`config.mk`:
```
export PLATFORM = sky130hd
export DESIGN_NAME = pmem_burst_adaptor
export DESIGN_NICKNAME = d
export VERILOG_FILES = /design/src/rtl/pmem_pkg.sv /design/src/rtl/pmem_line_buffer.sv /design/src/rtl/pmem_burst_adaptor.sv
export SDC_FILE = /design/constraint.sdc
export NUM_CORES = 1
export LEC_CHECK = 0
export CORE_AREA = 2 2 280 282
export CTS_CLUSTER_DIAMETER = 30
export DETAILED_ROUTE_END_ITERATION = 8
export DIE_AREA = 0 0 282 284
export GPL_TIMING_DRIVEN = 0
export PLACE_DENSITY = 0.59
export SYNTH_ARGS = -nofsm -noshare
export SYNTH_HDL_FRONTEND = slang
export SYNTH_SLANG_ARGS = --single-unit
```
`constraint.sdc`:
```
create_clock -name clk -period 2.6 [get_ports clk]
set_input_delay 0.26 -clock clk [delete_from_list [all_inputs] [get_ports clk]]
set_output_delay 0.26 -clock clk [all_outputs]
set_load 0.01 [all_outputs]
```
`src/rtl/pmem_pkg.sv`:
```
// Shared types and defaults for the line-to-burst memory adaptor.
package pmem_pkg;

  localparam int LINE_BITS = 256;
  localparam int BEAT_BITS = 64;
  localparam int ADDR_BITS = 32;
  localparam int BEATS     = LINE_BITS / BEAT_BITS;

  typedef enum logic [1:0] {
    IDLE,
    RD_BURST,
    WR_BURST,
    DONE
  } burst_state_t;

  function automatic logic [63:0] line_align(
    input logic [63:0] a,
    input int          off_bits
  );
    logic [63:0] m;
    m = {64{1'b1}} << off_bits;
    return a & m;
  endfunction

endpackage

```
`src/rtl/pmem_line_buffer.sv`:
```
// Cacheline register with a beat-indexed write port, full-line load
// and beat-indexed read mux.
module pmem_line_buffer #(
  parameter int LINE_BITS = pmem_pkg::LINE_BITS,
  parameter int BEAT_BITS = pmem_pkg::BEAT_BITS,
  parameter int IW        = $clog2(LINE_BITS / BEAT_BITS)
) (
  input  logic                 clk,
  input  logic                 rst,
  input  logic                 we,
  input  logic [IW-1:0]        idx,
  input  logic [BEAT_BITS-1:0] beat_in,
  input  logic                 load,
  input  logic [LINE_BITS-1:0] line_in,
  output logic [LINE_BITS-1:0] line_out,
  output logic [BEAT_BITS-1:0] beat_out
);

  logic [LINE_BITS-1:0] buf_q;

  always_ff @(posedge clk) begin
    if (rst) begin
      buf_q <= '0;
    end else if (load) begin
      buf_q <= line_in;
    end else if (we) begin
      buf_q[int'(idx)*BEAT_BITS +: BEAT_BITS] <= beat_in;
    end
  end

  assign line_out = buf_q;
  assign beat_out = buf_q[int'(idx)*BEAT_BITS +: BEAT_BITS];

endmodule

```
`src/rtl/pmem_burst_adaptor.sv`:
```
// Turns single-response cacheline requests into ascending beat bursts
// and keeps a sticky flag for upstream protocol violations.
module pmem_burst_adaptor #(
  parameter int LINE_BITS = pmem_pkg::LINE_BITS,
  parameter int BEAT_BITS = pmem_pkg::BEAT_BITS,
  parameter int ADDR_BITS = pmem_pkg::ADDR_BITS
) (
  input  logic                 clk,
  input  logic                 rst,
  input  logic                 line_read,
  input  logic                 line_write,
  input  logic [ADDR_BITS-1:0] line_address,
  input  logic [LINE_BITS-1:0] line_wdata,
  output logic [LINE_BITS-1:0] line_rdata,
  output logic                 line_resp,
  output logic                 burst_read,
  output logic                 burst_write,
  output logic [ADDR_BITS-1:0] burst_address,
  output logic [BEAT_BITS-1:0] burst_wdata,
  input  logic [BEAT_BITS-1:0] burst_rdata,
  input  logic                 burst_resp,
  output logic                 proto_err
);

  import pmem_pkg::*;

  localparam int NBEATS   = LINE_BITS / BEAT_BITS;
  localparam int IW       = $clog2(NBEATS);
  localparam int OFF_BITS = $clog2(LINE_BITS / 8);
  localparam logic [IW-1:0] LAST = IW'(NBEATS - 1);

  burst_state_t         state_q, state_d;
  logic [IW-1:0]        k_q, k_d;
  logic [ADDR_BITS-1:0] addr_q, addr_d;
  logic                 err_q, err_d;
  logic                 rd_q, wr_q, resp_q;
  logic [ADDR_BITS-1:0] al;
  logic                 rbuf_we, wbuf_load;
  logic [BEAT_BITS-1:0] unused_rbeat;
  logic [LINE_BITS-1:0] unused_wline;

  assign al = ADDR_BITS'(line_align(64'(line_address), OFF_BITS));

  always_comb begin
    state_d   = state_q;
    k_d       = k_q;
    addr_d    = addr_q;
    err_d     = err_q;
    rbuf_we   = 1'b0;
    wbuf_load = 1'b0;
    unique case (state_q)
      IDLE: begin
        if (line_read) begin
          addr_d  = al;
          k_d     = '0;
          state_d = RD_BURST;
          if (line_write) err_d = 1'b1;
        end else if (line_write) begin
          addr_d    = al;
          k_d       = '0;
          wbuf_load = 1'b1;
          state_d   = WR_BURST;
        end
      end
      RD_BURST: begin
        if (!line_read || line_write || al != addr_q) err_d = 1'b1;
        if (burst_resp) begin
          rbuf_we = 1'b1;
          k_d     = k_q + IW'(1);
          if (k_q == LAST) state_d = DONE;
        end
      end
      WR_BURST: begin
        if (line_read || !line_write || al != addr_q) err_d = 1'b1;
        if (burst_resp) begin
          k_d = k_q + IW'(1);
          if (k_q == LAST) state_d = DONE;
        end
      end
      DONE: begin
        state_d = IDLE;
      end
      default: begin
        state_d = IDLE;
      end
    endcase
  end

  // Outputs are decoded from the next state so they come straight off flops.
  always_ff @(posedge clk) begin
    if (rst) begin
      state_q <= IDLE;
      k_q     <= '0;
      addr_q  <= '0;
      err_q   <= 1'b0;
      rd_q    <= 1'b0;
      wr_q    <= 1'b0;
      resp_q  <= 1'b0;
    end else begin
      state_q <= state_d;
      k_q     <= k_d;
      addr_q  <= addr_d;
      err_q   <= err_d;
      rd_q    <= (state_d == RD_BURST);
      wr_q    <= (state_d == WR_BURST);
      resp_q  <= (state_d == DONE);
    end
  end

  pmem_line_buffer #(
    .LINE_BITS(LINE_BITS),
    .BEAT_BITS(BEAT_BITS),
    .IW       (IW)
  ) u_rbuf (
    .clk     (clk),
    .rst     (rst),
    .we      (rbuf_we),
    .idx     (k_q),
    .beat_in (burst_rdata),
    .load    (1'b0),
    .line_in ('0),
    .line_out(line_rdata),
    .beat_out(unused_rbeat)
  );

  pmem_line_buffer #(
    .LINE_BITS(LINE_BITS),
    .BEAT_BITS(BEAT_BITS),
    .IW       (IW)
  ) u_wbuf (
    .clk     (clk),
    .rst     (rst),
    .we      (1'b0),
    .idx     (k_q),
    .beat_in ('0),
    .load    (wbuf_load),
    .line_in (line_wdata),
    .line_out(unused_wline),
    .beat_out(burst_wdata)
  );

  assign burst_read    = rd_q;
  assign burst_write   = wr_q;
  assign burst_address = addr_q;
  assign line_resp     = resp_q;
  assign proto_err     = err_q;

endmodule

```
---- Word-level counts from Yosys, hierarchy flattened ----
Index checks and enable logic that the tools add are counted.
storage, ports and cells
  flip-flop bits (word level) ............. 552
  input bits .............................. 357
  output and inout port bits .............. 356
  logic and storage cells ................. 64
operators by class
  add/sub/neg operators ................... 2
  equality and inequality tests ........... 14
  shift-type cells ........................ 3
  mux-type cells .......................... 22
  reductions and logical operators ........ 14
operators by type and width
  cell                       number
  $bwmux 256                 1
  $shift 64x33->256 const A  1
  $shiftx 256x9->64          1
  $shiftx 64x33->256         1
  $mux 32                    2
  $neg 8->33                 1
  $ne 32x32->1               1
  $mux 2                     7
  $eq 2x2->1 const B         5
  $mux 1                     9
  $ne 2x2->1 const B         4
  $pmux 2 s3                 1
  $reduce_and 5->1           1
  $eq 2x1->1 const B         2
  $logic_or 1x1->1           4
  $pmux 2 s2                 1
  $reduce_bool 2->1          2
  $ne 3x3->1 const B         1
  $pmux 1 s3                 1
  $reduce_and 3->1           1
  $reduce_bool 3->1          1
  $add 2x1->2 const B        1
  $logic_not 1->1            2
  $logic_not 2->1            1
  3 further kinds            3

---- Longest topological paths before layout ----
  depth after elaboration ................. 5
  depth in mapped cells ................... 10

---- Hierarchy ----
From an unflattened synthesis, not the netlist that was laid out.
second synthesis, totals
  cells, all modules ...................... 2737
  area total of the unflattened synthesis .. 26066.2 µm²
by module, submodules not included
  module                     instances  cells each  area each (µm²)
  pmem_line_buffer (u_wbuf)  1          1264        12231.7
  pmem_line_buffer (u_rbuf)  1          1264        12156.7
  pmem_burst_adaptor         1          209         1677.9

---- Worst setup path before layout ----
OpenSTA, ideal clock, no wires.
  kind .................................... reg2reg
  start ................................... register k_q[1]
  end ..................................... register u_rbuf.buf_q[245], in the netlist u_rbuf.line_out[245]
  setup time .............................. 66 ps
  arrival time ............................ 2293 ps
  required time ........................... 2534 ps
  path slack .............................. 241 ps
  cell stages (with the launch flop) ...... 9
  clock period less this slack ............ 2359 ps
  cells stage by stage .................... dfxtp_1 > buf_2 > buf_1 > inv_1 > ha_1 > nor4_4 > buf_6 > a22oi_2 > nor2_2
between the ends
  cells in the longest elaborated chain, start to end .. 3
ends and longest elaborated chain
  what                                                            RTL line                   source
  from (decl)                                                     pmem_burst_adaptor.sv:33   logic [IW-1:0] k_q, k_d;
  from (signal assigned)                                          pmem_burst_adaptor.sv:101  k_q <= k_d;
  $neg 8->33 *                                                    pmem_line_buffer.sv:27     buf_q[int'(idx)*BEAT_BITS +: BEAT_BITS] <= beat_in;
  $shiftx 64x33->256 / $shift 64x33->256 (equally long branches)  --
  $bwmux 256 *                                                    pmem_line_buffer.sv:27
  to (signal assigned)                                            pmem_line_buffer.sv:25     buf_q <= line_in;
  to (signal, indexed assignment)                                 pmem_line_buffer.sv:27
  to (decl)                                                       pmem_line_buffer.sv:19     logic [LINE_BITS-1:0] buf_q;
Mark *: on every way between the ends. The rest lies on a longest branch, timed or not.
A chain may end at the register's enable or synchronous reset.

---- Worst setup path in the final report ----
  start ................................... register k_q[0]
  end ..................................... output burst_wdata[50]
between the ends
  cells in the longest elaborated chain, start to end .. 1
ends and longest elaborated chain
  what               RTL line                  source
  $shiftx 256x9->64  pmem_line_buffer.sv:32    assign beat_out = buf_q[int'(idx)*BEAT_BITS +: BEAT_BITS];
  to (decl)          pmem_burst_adaptor.sv:19  output logic [BEAT_BITS-1:0] burst_wdata,
No other way between the ends.

==> metrics.cfg <==
[outcome]
status=finished, final reports clean

[setup_path]
cp-end-kind=primary output
critical_path_class=flop to primary output
critical_path_required_ns=2.34
crit_path_start_kind=flop
path_max_fanout=6
timing.rr.start=k_q[1]
timing.reg2reg.worst_path_depth=9
worst_path_arrival_time_ns=2.33
worst_setup_path_startpoint=k_q[0]

[global_routing]
first_pass_grt_wire_length_mm=142
antenna_found_initial=13
global_route.overflow_total=0
total_global_routing_track_utilization_pct=24.3
first_global_vias=20700
grt_max_degree=17

[power]
finalPower_mw=29.5
seqPwrFrac_pct=30.2
clock_power_share_pct=59.9
total_switching_power_mw=7.31
power_switching_share_pct=24.8
vdd_ir_drop_max_mv=0.578
power.share.combinational_pct=9.9
power.static_leakage_nw=12.7
power_density_mw_per_mm2=852
p_int_mw=22.2

[synth]
synth_most_common_cell=nand2_1
synthesis.area_mm2=0.0207
synth_seq_area_share_pct=52.8
ys_top_cells_by_count=569 x nand2_1, 547 x dfxtp_1, 286 x a21oi_1
syn-mean-instance-area_um2=9.14
yosys_warnings=0
yosysUniqueCellTypes=38
top_reg_cell_synth=dfxtp_1
synth.ff_latch_count=547
synth_enable_flop_cells=0
netlist.area_leader.share_pct=52.8
share_of_async_settable_or_async_resettable_flops_after_synthesis_pct=0
cell_accounting_for_the_most_synthesized_area=dfxtp_1
synth_cells=2267
synth.area.top_cells=dfxtp_1 53%, nand2_1 10%, a22oi_1 7.8%, mux4_2 7.0%, a21oi_1 6.9%

[timing]
worst-slew-pin-transition_ns=1.04
final-hold-violation-count=0
finalHoldWorstSlack_ns=0.0714
finalClockSkew_ns=0.0378
min_period_ns=2.59
maxClockFrequency_mhz=386
unrepaired_setup_endpoints_after_global_routing=true
timing.final.max_slew_violations=0
setup_violations=0
timing.slew.headroom_pct=30.4
layout_worst_path_cycle_share_pct=99.7

[placed_design]
detailedPlacementHpwl_mm=72.9
place_inst=4010
place_congestion=0.921
port-buffer-count=699

[detailed_routing]
detail_route.vias_per_cell=4.83
num_vias=20800
routed_wirelength_mm=101
post_drt_wl_per_cell_um=23.4
initialDrtViolationCount=1368
first_pass_iters=7
drt_drc_violations_left=0
ant_nets=0

[clock_tree]
cts_buf_count=136
cts_htree_levels=4
root_buffer_selected_by_cts=clkbuf_16
clk_pin_slew_worst_paths_ns=0.04
cts_tree=built
cts_max_path_buffers=3
ctsHoldBuffers=0
clock_sinks=547
clk_lat_worst_skew_ns=0.69

[finish]
nNetsFinal=3507
fill_cells=7414
area_growth_pct=67.1
instances_no_fill=4299
layout-drive-gt1-share_pct=18.4
postLayoutCoreUtil_pct=45.0

[die]
core_area_mm2=0.0770
ioPinCount=713
die_h_um=284
initial_standard_cell_utilization_of_the_core_pct=26.9
die_w_um=282
die-area_mm2=0.0801
fp-row-count=102

[min_path]
timing.hold.worst.class=input port to flop
min-delay-start=rst
min_delay_path_depth=3

[job]
max_cap_viol_count=0

per-stage QoR:
| step | setup TNS [ns] | worst slack [ns] | area (um2) |
|---|---|---|---|
| 3_5_place_dp | -416.43 | -1.73 | 29000 |
| 4_1_cts | -0.847 | -0.0814 | 34500 |
| 3_3_place_gp | -416.36 | -1.82 | 29000 |
| 6_report | 0 | 0.00796 | 34600 |
| 5_1_grt | -0.980 | -0.0689 | 34600 |
| 2_1_floorplan | 0 | 0.241 | 20700 |
repair_timing:
action                                 in CTS  in global routing
setup endpoints to repair                 325                329
resized for setup                         344                 72
pin swaps                                   1                  0
endpoints found under the hold margin       0                  0
buffers inserted                           27                  2
cloned                                      4                  0
path summary, 6_finish.rpt:
| check | to | slack, ns |
|---|---|---|
| setup / recovery | burst_wdata[50] | 0.008 |
| hold / removal | state_q[1] | 0.07 |
| setup reg to reg | u_rbuf.line_out[37] | 0.12 |
| hold reg to reg | u_wbuf.line_out[157] | 0.45 |
layout by cell type (no fill, tap or decap), types with 16 or more instances in the layout:
| cell | instances |
|---|---|
| mux4_2 | 64 |
| a22oi_2 | 40 |
| nand2_1 | 569 |
| nor2_2 | 40 |
| buf_6 | 39 |
| nor2_1 | 223 |
| buf_2 | 76 |
| clkbuf_2 | 34 |
| clkinv_2 | 22 |
| a22oi_1 | 216 |
| xor2_1 | 16 |
| a21oi_1 | 286 |
| buf_4 | 29 |
| clkdlybuf4s50_1 | 635 |
| dfxtp_1 | 545 |
| clkbuf_16 | 137 |
| clkbuf_8 | 35 |
| clkbuf_1 | 82 |
kinds of logic after synthesis:
logic type | after synthesis | share of synthesized area (%)
AND/OR/NAND/NOR | 859 | 16.5
XOR/XNOR | 27 | 1.14
buffers and inverters | 209 | 4.56
AO/OA/AOI/OAI | 549 | 17.4
flip-flops | 547 | 52.8
adder cells (fa/ha/maj) | 10 | 0.604
other | 1 | 0.0181
multiplexers | 65 | 7.00
power groups by stage:
stage               Sequential, mW  Combinational (mW)  Clock, mW
global placement              9.04                2.68          0
floorplan                     9.04                1.10          0
global route                  8.93                3.11       18.4
CTS                           8.90                2.91       17.9
detailed placement            9.05                2.68          0
finish                        8.91                2.91       17.7
worst max-delay path, stage by stage, from the launching register on:
cell and delay (ns):
dfxtp_4 0.35, buf_12 0.13, buf_16 0.15, buf_12 0.14
buf_16 0.13, mux4_2 0.56, buf_6 0.15
layout make-up:
class                           instances  area, um2  area share [%]
Multi-Input combinational cell       1515       8870            25.6
Sequential cell                       547      11000            31.6
Timing Repair Buffer                  731       7360            21.2
Clock buffer                          181       3900            11.3
Tap cell                             1040       1300            3.76
Antenna cell                            7       17.5          0.0506
Inverter                                8       30.0          0.0867
Clock inverter                         69        995            2.87
Buffer                                201       1210            3.49
layer usage:
layer  GRT usage, %  up-vias  routed length (um)
li1               -     9586                   -
met1           27.1     9968               38300
met2           40.5      994               47700
met3           9.71      217               10300
met4           10.9       12                4190
met5              0        -                  84
state kept, by name (all words and copies together) (netlist names):
register	flops
u_rbuf.line_out	256
u_wbuf.line_out	256
burst_address	27
k_q	2
state_q	2
burst_read	1
burst_write	1
line_resp	1
proto_err	1
No activity file was read; power rests on OpenSTA's default activity.
